**src/rtl/freq_meter_pkg.sv**
```systemverilog
// Shared types and default widths for the frequency meter.
package freq_meter_pkg;

    typedef enum logic [1:0] {
        IDLE,
        MEASURE,
        DONE
    } fm_state_t;

    localparam int DEF_CNT_WIDTH   = 32;
    localparam int DEF_GATE_WIDTH  = 32;
    localparam int DEF_SYNC_STAGES = 2;

endpackage

```
**src/rtl/sync_edge_detect.sv**
```systemverilog
// Synchronizer chain for an asynchronous input plus a rising-edge pulse.
module sync_edge_detect #(
    parameter int STAGES = 2
) (
    input  logic clk_i,
    input  logic rst_i,
    input  logic sig_i,
    output logic rise_o
);

    logic [STAGES-1:0] sync;
    logic              sync_d;

    always_ff @(posedge clk_i or posedge rst_i) begin
        if (rst_i) begin
            sync   <= '0;
            sync_d <= 1'b0;
        end else begin
            sync   <= {sync[STAGES-2:0], sig_i};
            sync_d <= sync[STAGES-1];
        end
    end

    assign rise_o = sync[STAGES-1] & ~sync_d;

endmodule

```
**src/rtl/freq_meter.sv**
```systemverilog
// Gated rising-edge counter with valid/ready result output.
// Optional PERIOD_MEAS_EN adds period_o (cycles between first two rises).
module freq_meter
    import freq_meter_pkg::*;
#(
    parameter int CNT_WIDTH   = DEF_CNT_WIDTH,
    parameter int GATE_WIDTH  = DEF_GATE_WIDTH,
    parameter int SYNC_STAGES = DEF_SYNC_STAGES
) (
    input  logic                  clk_i,
    input  logic                  rst_i,
    input  logic                  sig_i,
    input  logic                  start_i,
    input  logic                  abort_i,
    input  logic [GATE_WIDTH-1:0] gate_cycles_i,
    output logic                  busy_o,
    output logic [CNT_WIDTH-1:0]  result_o,
    output logic                  overflow_o,
    output logic                  result_valid_o,
`ifdef PERIOD_MEAS_EN
    output logic [CNT_WIDTH-1:0]  period_o,
`endif
    input  logic                  result_ready_i
);

    fm_state_t             state, state_n;
    logic                  accept;
    logic                  rise;
    logic [GATE_WIDTH-1:0] gate_cnt;
    logic [CNT_WIDTH-1:0]  edge_cnt;
    logic                  ovf;
    logic                  gate_zero;

    sync_edge_detect #(
        .STAGES(SYNC_STAGES)
    ) u_sync (
        .clk_i (clk_i),
        .rst_i (rst_i),
        .sig_i (sig_i),
        .rise_o(rise)
    );

    assign gate_zero = (gate_cycles_i == '0);

    always_ff @(posedge clk_i or posedge rst_i) begin
        if (rst_i) state <= IDLE;
        else       state <= state_n;
    end

    always_comb begin
        state_n = state;
        accept  = 1'b0;
        unique case (state)
            IDLE: begin
                if (start_i) begin
                    accept  = 1'b1;
                    state_n = gate_zero ? DONE : MEASURE;
                end
            end
            MEASURE: begin
                if (abort_i)
                    state_n = IDLE;
                else if (gate_cnt == GATE_WIDTH'(1))
                    state_n = DONE;
            end
            DONE: begin
                if (result_ready_i) begin
                    if (start_i) begin
                        accept  = 1'b1;
                        state_n = gate_zero ? DONE : MEASURE;
                    end else begin
                        state_n = IDLE;
                    end
                end
            end
            default: state_n = IDLE;
        endcase
    end

    // Count saturates at all-ones; overflow stays set for the window.
    always_ff @(posedge clk_i or posedge rst_i) begin
        if (rst_i) begin
            gate_cnt <= '0;
            edge_cnt <= '0;
            ovf      <= 1'b0;
        end else if (accept) begin
            gate_cnt <= gate_cycles_i;
            edge_cnt <= '0;
            ovf      <= 1'b0;
        end else if (state == MEASURE) begin
            gate_cnt <= gate_cnt - GATE_WIDTH'(1);
            if (rise) begin
                if (edge_cnt == '1) ovf <= 1'b1;
                else edge_cnt <= edge_cnt + CNT_WIDTH'(1);
            end
        end
    end

    assign busy_o         = (state != IDLE);
    assign result_valid_o = (state == DONE);
    assign result_o       = edge_cnt;
    assign overflow_o     = ovf;

`ifdef PERIOD_MEAS_EN
    logic [1:0]           nrise;
    logic [CNT_WIDTH-1:0] per_cnt;
    logic [CNT_WIDTH-1:0] period_q;

    // per_cnt starts at 1 on the first rise so it equals the spacing at the second.
    always_ff @(posedge clk_i or posedge rst_i) begin
        if (rst_i) begin
            nrise    <= 2'd0;
            per_cnt  <= '0;
            period_q <= '0;
        end else if (accept) begin
            nrise    <= 2'd0;
            per_cnt  <= '0;
            period_q <= '0;
        end else if (state == MEASURE) begin
            if (nrise == 2'd0) begin
                if (rise) begin
                    nrise   <= 2'd1;
                    per_cnt <= CNT_WIDTH'(1);
                end
            end else if (nrise == 2'd1) begin
                if (rise) begin
                    period_q <= per_cnt;
                    nrise    <= 2'd2;
                end else if (per_cnt != '1) begin
                    per_cnt <= per_cnt + CNT_WIDTH'(1);
                end
            end
        end
    end

    assign period_o = period_q;
`endif

endmodule

```
**config.mk**
```make
export PLATFORM = sky130hd
export DESIGN_NAME = freq_meter
export DESIGN_NICKNAME = d
export VERILOG_FILES = /design/src/rtl/freq_meter_pkg.sv /design/src/rtl/sync_edge_detect.sv /design/src/rtl/freq_meter.sv
export SDC_FILE = /design/constraint.sdc
export NUM_CORES = 1
export LEC_CHECK = 0
export ABC_AREA = 1
export BUFFER_PORTS_ARGS = -buffer_cell sky130_fd_sc_hd__buf_4
export CAP_MARGIN = 40
export CORE_ASPECT_RATIO = 1.5
export CORE_MARGIN = 10
export CORE_UTILIZATION = 62
export DETAILED_ROUTE_END_ITERATION = 8
export PLACE_DENSITY = 0.86
export SKIP_LAST_GASP = 1
export SLEW_MARGIN = 0
export SYNTH_ARGS = -nofsm -noshare
export SYNTH_HDL_FRONTEND = slang
export SYNTH_SLANG_ARGS = --single-unit
export TNS_END_PERCENT = 100
```
**constraint.sdc**
```tcl
create_clock -name clk_i -period 5.3 [get_ports clk_i]
set_input_delay 0.53 -clock clk_i [delete_from_list [all_inputs] [get_ports clk_i]]
set_output_delay 0.53 -clock clk_i [all_outputs]
set_load 0.005 [all_outputs]
```
-- Word level (Yosys, flattened, before mapping)
Index checks and enable logic that the tools add are counted.
- register bits: 70
- bits in latches: 0
- RAM bits: 0
- bits in read-only memories: 0
- input port bits: 38
- output and inout bits: 35
- logic and storage cells: 47
- memories kept: 0
- add/sub/neg operators: 2
- $mul: 0
- div/mod/pow operators: 0
- magnitude comparators: 0
- equal/unequal tests: 8
- shifts and indexed selects: 0
- muxes and demuxes: 20
- bitwise logic cells: 2
- reductions and logical operators: 9
- operators by type and width (operator ; count):
    two-way mux 32 bit ; 6
    adder 32 x 1 -> 32 bit (second input constant) ; 1
    == test 32 x 1 -> 1 bit (second input constant) ; 1
    == test 32 bit (second input constant) ; 1
    zero test 32 bit ; 1
    subtractor 32 x 1 -> 32 bit (second input constant) ; 1
    two-way mux 2 bit ; 6
    AND reduction 3 bit ; 3
    nonzero test 2 bit ; 4
    two-way mux 1 bit ; 6
    case mux 2 bit (3 select lines) ; 1
    != test 2 bit (second input constant) ; 2
    != test 3 bit (second input constant) ; 1
    == test 2 x 1 -> 1 bit (second input constant) ; 1
    == test 2 bit (second input constant) ; 1
    zero test 2 bit ; 1
    != test 2 x 1 -> 1 bit (second input constant) ; 1
    case mux 1 bit (2 select lines) ; 1
    bitwise AND 1 bit ; 1
    NOT 1 bit ; 1

-- Longest topological paths before layout
Gate-level depths: netlist (run 1).
- word-level depth: 5
- depth in mapped cells: 11
- mapped depth without buffers: 10

-- Cells and area by module
A second synthesis (run 1) with hierarchy kept.
- cells, all modules: 782
- area, all modules: 5084.9 µm²
- modules (own cells, without submodules) (module ; times used ; cells an instance ; area an instance (µm²) ; sequential area each (µm²)):
    freq_meter ; 1 ; 776 ; 4996.0 ; 1676.6
    sync_edge_detect ; 1 ; 6 ; 88.8 ; 75.1

-- Least setup slack after synthesis (run 1)
OpenSTA, ideal clock, no wires.
- path type: register -> register
- start point: reg edge_cnt[0] (netlist: result_o[0])
- end point: reg edge_cnt[14] (netlist: result_o[14])
- library setup time: 0.126 ns
- data arrival time: 1.685 ns
- data required time: 5.174 ns
- path slack: 3.489 ns
- stages on the path, launching flop included: 11
- buffers on the path: 2
- period minus slack after synthesis: 1.811 ns
- cell sequence: dfrtp_1 -> ha_1 -> nand2_2 -> nor2_4 -> nand2_4 -> nor2_8 -> nand3_2 -> nand3_2 -> buf_12 -> buf_12 -> o21ai_0
- word-level cells in the longest chain between the ends: 5
- elaborated cells between the ends (all ways): 8
- classes of those cells: add/sub: 1; eq/ne: 2; mux: 4; reduce/logical: 1
- ends and longest elaborated chain (item ; RTL line ; RTL):
    start: declaration ; freq_meter.sv:30 ; logic [CNT_WIDTH-1:0] edge_cnt;
    start signal: assignment ; freq_meter.sv:94 ; else edge_cnt <= edge_cnt + CNT_WIDTH'(1);
    adder 32 x 1 -> 32 bit ; freq_meter.sv:94 ;
    two-way mux 32 bit ; freq_meter.sv:93 ; if (edge_cnt == '1) ovf <= 1'b1;
    two-way mux 32 bit ; freq_meter.sv:92 ; if (rise) begin
    two-way mux 32 bit ; freq_meter.sv:90 ; end else if (state == MEASURE) begin
    two-way mux 32 bit ; freq_meter.sv:86 ; end else if (accept) begin
Several ways; a longest one is shown, not always the timed one. The select of a mux whose other input is x is not followed.
A chain may end at the register's enable or synchronous reset.

-- Final worst setup path (run 1)
- start point: reg edge_cnt[0] (netlist: result_o[0])
- end point: reg edge_cnt[0] (netlist: result_o[0])
Same word-level chain as after synthesis.

==> results of run 1 <==
cell usage after synthesis:
library cell / count
o221ai_1: 3
buf_4: 1
dfrtp_1: 70
o21ai_1: 2
o22ai_1: 4
nand3_2: 2
a21oi_1: 8
nor2_1: 132
o21ai_2: 12
buf_2: 7
buf_1: 1
o211ai_1: 8
clkbuf_1: 5
nand3_1: 78
nor3_1: 2
xnor2_1: 4
buf_6: 1
or2_1: 1
xor2_1: 20
buf_12: 4
or2_2: 2
o21bai_1: 8
o21ai_0: 24
nand2_2: 8
nand3b_1: 8
nand2_4: 1
ha_1: 3
nor2_4: 2
nor2_8: 1
inv_1: 82
nand2_1: 256
nand4_1: 6
power groups by stage:
stage	combinational [mW]	clock [mW]	sequential (mW)
floorplan	0.775	0	0.809
global placement	0.913	0	0.840
detailed placement	0.972	0	0.847
CTS	0.978	0.625	0.841
global route	1.11	0.651	0.866
finish	0.985	0.627	0.847
per-layer routing:
layer | vias up | track usage [%] | share of wire [%]
met5 | - | 0 | 0
met4 | 0 | 19.1 | 6.3
met3 | 69 | 5.18 | 5.7
met2 | 216 | 44.8 | 53
met1 | 2406 | 24.2 | 35
li1 | 2564 | - | -
cell type report:
class / instances / area, um2 / area share (%)
Timing Repair Buffer: 78 / 633 / 10.7
Multi-Input combinational cell: 595 / 2790 / 47.2
Clock inverter: 3 / 42.5 / 0.719
Clock buffer: 13 / 260 / 4.40
Inverter: 82 / 308 / 5.20
Sequential cell: 70 / 1750 / 29.6
Tap cell: 105 / 131 / 2.22
per-stage QoR:
stage	hold slack (ps)	total power [mW]	area (um2)	std cells	setup WS (ps)
2_1_floorplan	331	1.58	5010	766	3000
3_3_place_gp	355	1.75	5550	927	2670
3_5_place_dp	355	1.82	5620	930	2850
4_1_cts	237	2.44	5920	946	2890
5_1_grt	259	2.63	5920	946	2730
6_report	226	2.46	5920	946	2880
worst max path at each step:
stage,slack [ps],from,end,depth (start not counted)
final,2880,result_o[0]$_DFFE_PP0P_,result_o[0]$_DFFE_PP0P_,10
after global routing,2730,result_o[0]$_DFFE_PP0P_,result_o[7]$_DFFE_PP0P_,10
after CTS,2890,result_o[0]$_DFFE_PP0P_,result_o[0]$_DFFE_PP0P_,10
after detailed placement,2850,start_i,result_o[14]$_DFFE_PP0P_,10
after global placement,2670,start_i,result_o[14]$_DFFE_PP0P_,8
after floorplan,3000,rst_i,gate_cnt[0]$_DFFE_PP0P_,1
kinds of logic (layout without fill, tap and decap cells):
group	after synthesis	in the layout
and+or+nand+nor	499	499
xor gates and xnor gates	24	24
DFF	70	70
buffers and inverters	101	176
adders and majority gates	3	3
AOI/OAI and AO/OA	69	69
critical path, delay by kind of cell (launching register included):
kind                     cells  cell delay, ps
buffers and inverters        1             240
adder cells (fa/ha/maj)      1             350
AND/OR/NAND/NOR              8            1230
flip-flops                   1             510
registers in the layout, summed over array words and instances (netlist names):
name	count
u_sync.sync_d	1
state	2
overflow_o	1
gate_cnt	32
result_o	32
u_sync.sync	2
==> results.md, run 1 <==
- Seq cells post-synth: 70
- IO Port Bufs: 72
- Actual slew at the worst max-slew pin: ~760 ps
- RSZ-0062 raised after global routing: false
- P per Cell Area: around 420 nW/um2
- Clock Tree Buf Depth: 2
- Antenna violations before repair: 0
- Final worst-path cycle share: 45.6%
- Vias per cell: between 5 and 6
- Post-CTS sizing: 0
- CP max-delay cell: dfrtp_1
- Final ANT Viol Nets: 0
- Area Growth Syn to Fin: 18.2%
- Synth Cell Area: around 5000 um2
- Share of cells above drive strength 1: roughly 14%
- Endpoints failing setup: 0
- Commonest non-fill, non-tap cell in the layout: nand2_1
- Syn Inst Count: around 770
- Clock sinks: 70
- Distinct cells, synth: 32
- Syn Area/Cell: ~6.5 um2
- Combinational Power Share: 40.0%
- Area leader, netlist: dfrtp_1
- DRT iter0 DRCs: around 340
- Share of synthesized cell area in full adder, half adder and majority cells: less than 1%
- LEAKAGE: ~2.8 nW
- Synthesized Nets: between 800 and 900
- Clock transition at the registers of the reported paths: roughly 60 ps
- CP max stage delay: approximately 510 ps
- Final Hold Vio Count: 0
- TritonCTS clock tree: yes
- Commonest non-fill, non-tap cells in the layout: nand2_1 (256), nor2_1 (132), inv_1 (81)
- Reg2reg end: result_o[0]$_DFFE_PP0P_
- Post-DP HPWL: approximately 11 mm
- H-tree depth: 3
- Crit-path cells: ha_1 -> nand2_2 -> nor2_4 -> nand2_4 -> nor2_8 -> nand3_2 -> nand3_2 -> buf_16 -> nand2_1 -> nand2_1
- Combinational family with the most area after synthesis: simple AND/OR/NAND/NOR gates
- Xor/xnor share of the synthesized area: 4.20%
- Sw Share: between 40% and 50%
- Fill cells: between 600 and 700
- Outcome: finished, final reports clean
- Max Fanout on Critical Path: 27
- Net switching power: ~1.0 mW
- WS Path Type: reg -> reg
- Root Driver: clkbuf_16
- Sequential fraction of the synthesis area: between 30% and 40%
- Synth top area share: between 30% and 40%
- Final TNS setup: 0 ps
- Total grt overflow: 0
- Antenna Cells: 0
- Via count: 5255
- I/O Pins: 73
- Routed wire length: 14.6 mm
- Largest net degree at the start of global routing: 50
- Skew final: roughly 7.7 ps
- Slew Viols, Final: 0
- Die area: 12100 um2
- CP Capture Type: flip-flop
- RePlAce Congestion: a little under 1
- Pint: about 1.4 mW
- Number of global-route vias before repair: roughly 5300
- Reg power frac: between 30 and 40%
- Avg WL per Cell: between 15 and 20 um
- Worst Reg-to-Reg Cells: 10
- Total GRT Usage: 24.9%
- Height of the die: ~130 um
- Total CTS buffers: 9
- Simple-Gate Fraction of Synth Area: 41.9%
- Complex-gate fraction of the synthesized area: 8.92%
- Nets: about 880
- Die width: roughly 93 um
- Max IR drop VDD: slightly below 0.3 mV
- Final core utilization: about 74%
- Insertion delay to the later sink of the worst-skew pair: 340 ps
- DRC viols: 0
- Crit path DAT: roughly 2700 ps
- Core area: around 8000 um2
- Cell Rows: 40
- WP data required: roughly 5600 ps
- Worst R2R Start: result_o[0]$_DFFE_PP0P_
- Rel. slew slack: approximately half
- Worst min path class: in -> async
- Min cycle time layout: roughly 2400 ps
- Ys Warns: 0
- R2r setup slk: 2880 ps
- Crit path launch type: flip-flop
- First-pass GRT wire length: approximately 24 mm
- Clock share of power: roughly a quarter
- Synth area leaders: dfrtp_1 (35%), nand2_1 (19%), nor2_1 (9.9%)
- Mux cell area share after synthesis: 0%
- Fmax: 414 MHz
- Max capacitance violation total: 0
- Starting Density: a little over three fifths
- Hold Buf Count CTS: 0
- Postcts setup bufs: 0
- DR pass1 iterations: 5
Note: power is estimated with default switching activity, not from simulation.
==> run 2, diff against run 1 <==
--- a/config.mk
+++ b/config.mk
@@ -10,9 +10,9 @@
 export CAP_MARGIN = 40
 export CORE_ASPECT_RATIO = 1.5
 export CORE_MARGIN = 10
-export CORE_UTILIZATION = 62
+export CORE_UTILIZATION = 58
 export DETAILED_ROUTE_END_ITERATION = 8
-export PLACE_DENSITY = 0.86
+export PLACE_DENSITY = 0.81
 export SKIP_LAST_GASP = 1
 export SLEW_MARGIN = 0
 export SYNTH_ARGS = -nofsm -noshare
==> constraint.sdc (replaced) <==
create_clock -name clk_i -period 2.3 [get_ports clk_i]
set_input_delay 0.23 -clock clk_i [delete_from_list [all_inputs] [get_ports clk_i]]
set_output_delay 0.23 -clock clk_i [all_outputs]
set_load 0.005 [all_outputs]
==> results.md, run 2 (synthesized netlist as in run 1, its figures left out) <==
- First-pass GRT wire length: approximately 25 mm
- WS Path Type: reg -> reg
- CP max-delay cell: dfrtp_1
- Total CTS buffers: 9
- Vias per cell: roughly 5.6
- CP Capture Type: flip-flop
- Largest net degree at the start of global routing: between 70 and 80
- Die width: 95.9 um
- Slew Viols, Final: 0
- Routed wire length: approximately 15 mm
- Antenna Cells: 0
- RSZ-0062 raised after global routing: false
- Rel. slew slack: 54.1%
- Die area: between 10000 and 15000 um2
- Final Hold Vio Count: 35
- Total grt overflow: 0
- P per Cell Area: roughly 960 nW/um2
- Finished Layout Cells: 955
- DRT iter0 DRCs: 301
- LEAKAGE: 2.84 nW
- Max IR drop VDD: slightly below 0.8 mV
- RePlAce Congestion: between 0.9 and 1
- Number of global-route vias before repair: about 5600
- Crit. Startpoint: result_o[1]$_DFFE_PP0P_
- Core area: 8410 um2
- Nets: between 800 and 900
- Final worst-path cycle share: between 80% and 90%
- Final core utilization: between 70 and 80%
- R2r setup slk: between 200 and 250 ps
- Via count: between 5000 and 6000
- Total GRT Usage: about a quarter
- Postcts setup bufs: 0
- Post-DP HPWL: roughly 11 mm
- Worst min path class: in -> async
- Max capacitance violation total: 0
- Height of the die: ~130 um
- Fmax: slightly below 500 MHz
- Final instance area: roughly 6000 um2
- Max Fanout on Critical Path: 15
- Cell Rows: 41
- Avg WL per Cell: ~16 um
- Placed Cells: around 940
- H-tree depth: 3
- Clock transition at the registers of the reported paths: 60 ps
- I/O Pins: between 70 and 80
- Crit path DAT: 2290 ps
- Commonest non-fill, non-tap cell in the layout: nand2_1
- Worst Reg-to-Reg Cells: 10
- Min cycle time layout: approximately 2100 ps
- Final ANT Viol Nets: 0
- Clock Tree Buf Depth: 2
- Worst R2R Start: result_o[1]$_DFFE_PP0P_
- IO Port Bufs: 72
- Share of cells above drive strength 1: approximately 15%
- WP data required: 2530 ps
- Insertion delay to the later sink of the worst-skew pair: 340 ps
- DR pass1 iterations: 5
- Crit-path leading delay family: simple AND/OR/NAND/NOR gates
- Outcome: finished with violations
- Crit path launch type: flip-flop
- Crit-path cells: ha_1 -> nand2_2 -> nor2_4 -> nand2_4 -> nor2_8 -> nand3_1 -> nand2_1 -> inv_1 -> nand3_1 -> nand2_1
- Commonest non-fill, non-tap cells in the layout: nand2_1 (256), nor2_1 (132), buf_4 (82)
- Reg2reg end: result_o[13]$_DFFE_PP0P_
- Worst hold margin: -31.5 ps
- Area Growth Syn to Fin: 18.8%
- Antenna violations before repair: 0
- Failing checks: hold timing
- TritonCTS clock tree: yes
- Root Driver: clkbuf_16
- Placed cell areas: ~5600 um2
- Actual slew at the worst max-slew pin: around 680 ps
- DRC viols: 0
- CP max stage delay: a little over 400 ps
- Starting Density: about 60%
- Skew final: 4.60 ps
- Clock sinks: 70
- Endpoints failing setup: 0
- Final TNS setup: 0 ps
- Buf/Inv on CP: 1
==> run 2: worst register-to-register path: stages (launching register included) <==
cell and delay [ps]:
dfrtp_1 410, ha_1 320, nand2_2 100, nor2_4 190, nand2_4 110, nor2_8 150, nand3_1 110, nand2_1 80
inv_1 220, nand3_1 190, nand2_1 60
==> run 2: through the flow <==
stage	hold WS (ps)	power [mW]	setup WS [ps]
2_1_floorplan	261	3.65	302
3_3_place_gp	340	4.18	422
3_5_place_dp	342	4.27	283
4_1_cts	0.294	5.72	260
5_1_grt	11.5	6.17	80.9
6_report	-31.5	5.73	245
==> run 2: what timing repair did <==
| action | CTS | global route |
|---|---|---|
| setup endpoints to repair | 0 | 0 |
| hold buffers | 1 | 0 |
| endpoints found under the hold margin | 1 | 0 |
| resized for setup | 0 | 0 |
==> run 2: cell type report <==
class,instances,area (um2)
Inverter,82,308
Tap cell,107,134
Timing Repair Buffer,85,666
Multi-Input combinational cell,595,2790
Clock buffer,10,239
Clock inverter,6,61.3
Fill cell,739,2460
Sequential cell,70,1750
==> run 2: power breakdown <==
group / internal [mW] / leakage, nW / switching [mW]
Sequential: 1.57 / 0.908 / 0.375
Combinational: 0.827 / 1.78 / 1.53
Clock: 0.865 / 0.148 / 0.560
Total: 3.26 / 2.84 / 2.47
==> run 2: how the worst max path moves through the flow <==
stage                                          end  slack (ps)  cells after the start
after detailed placement   result_o[8]$_DFFE_PP0P_         280                     10
final                     result_o[13]$_DFFE_PP0P_         250                     10
after global placement    result_o[10]$_DFFE_PP0P_         420                     10
after global routing      result_o[12]$_DFFE_PP0P_          80                     10
after floorplan            gate_cnt[0]$_DFFE_PP0P_         300                      1
after CTS                  result_o[7]$_DFFE_PP0P_         260                     10
==> run 2: routing by layer <==
| layer | global-route usage [%] | vias up | wire length [um] |
|---|---|---|---|
| li1 | - | 2581 | - |
| met3 | 4.36 | 71 | 812 |
| met5 | 0 | - | 0 |
| met1 | 23.7 | 2439 | 5200 |
| met4 | 17.5 | 0 | 1100 |
| met2 | 44.2 | 216 | 7930 |
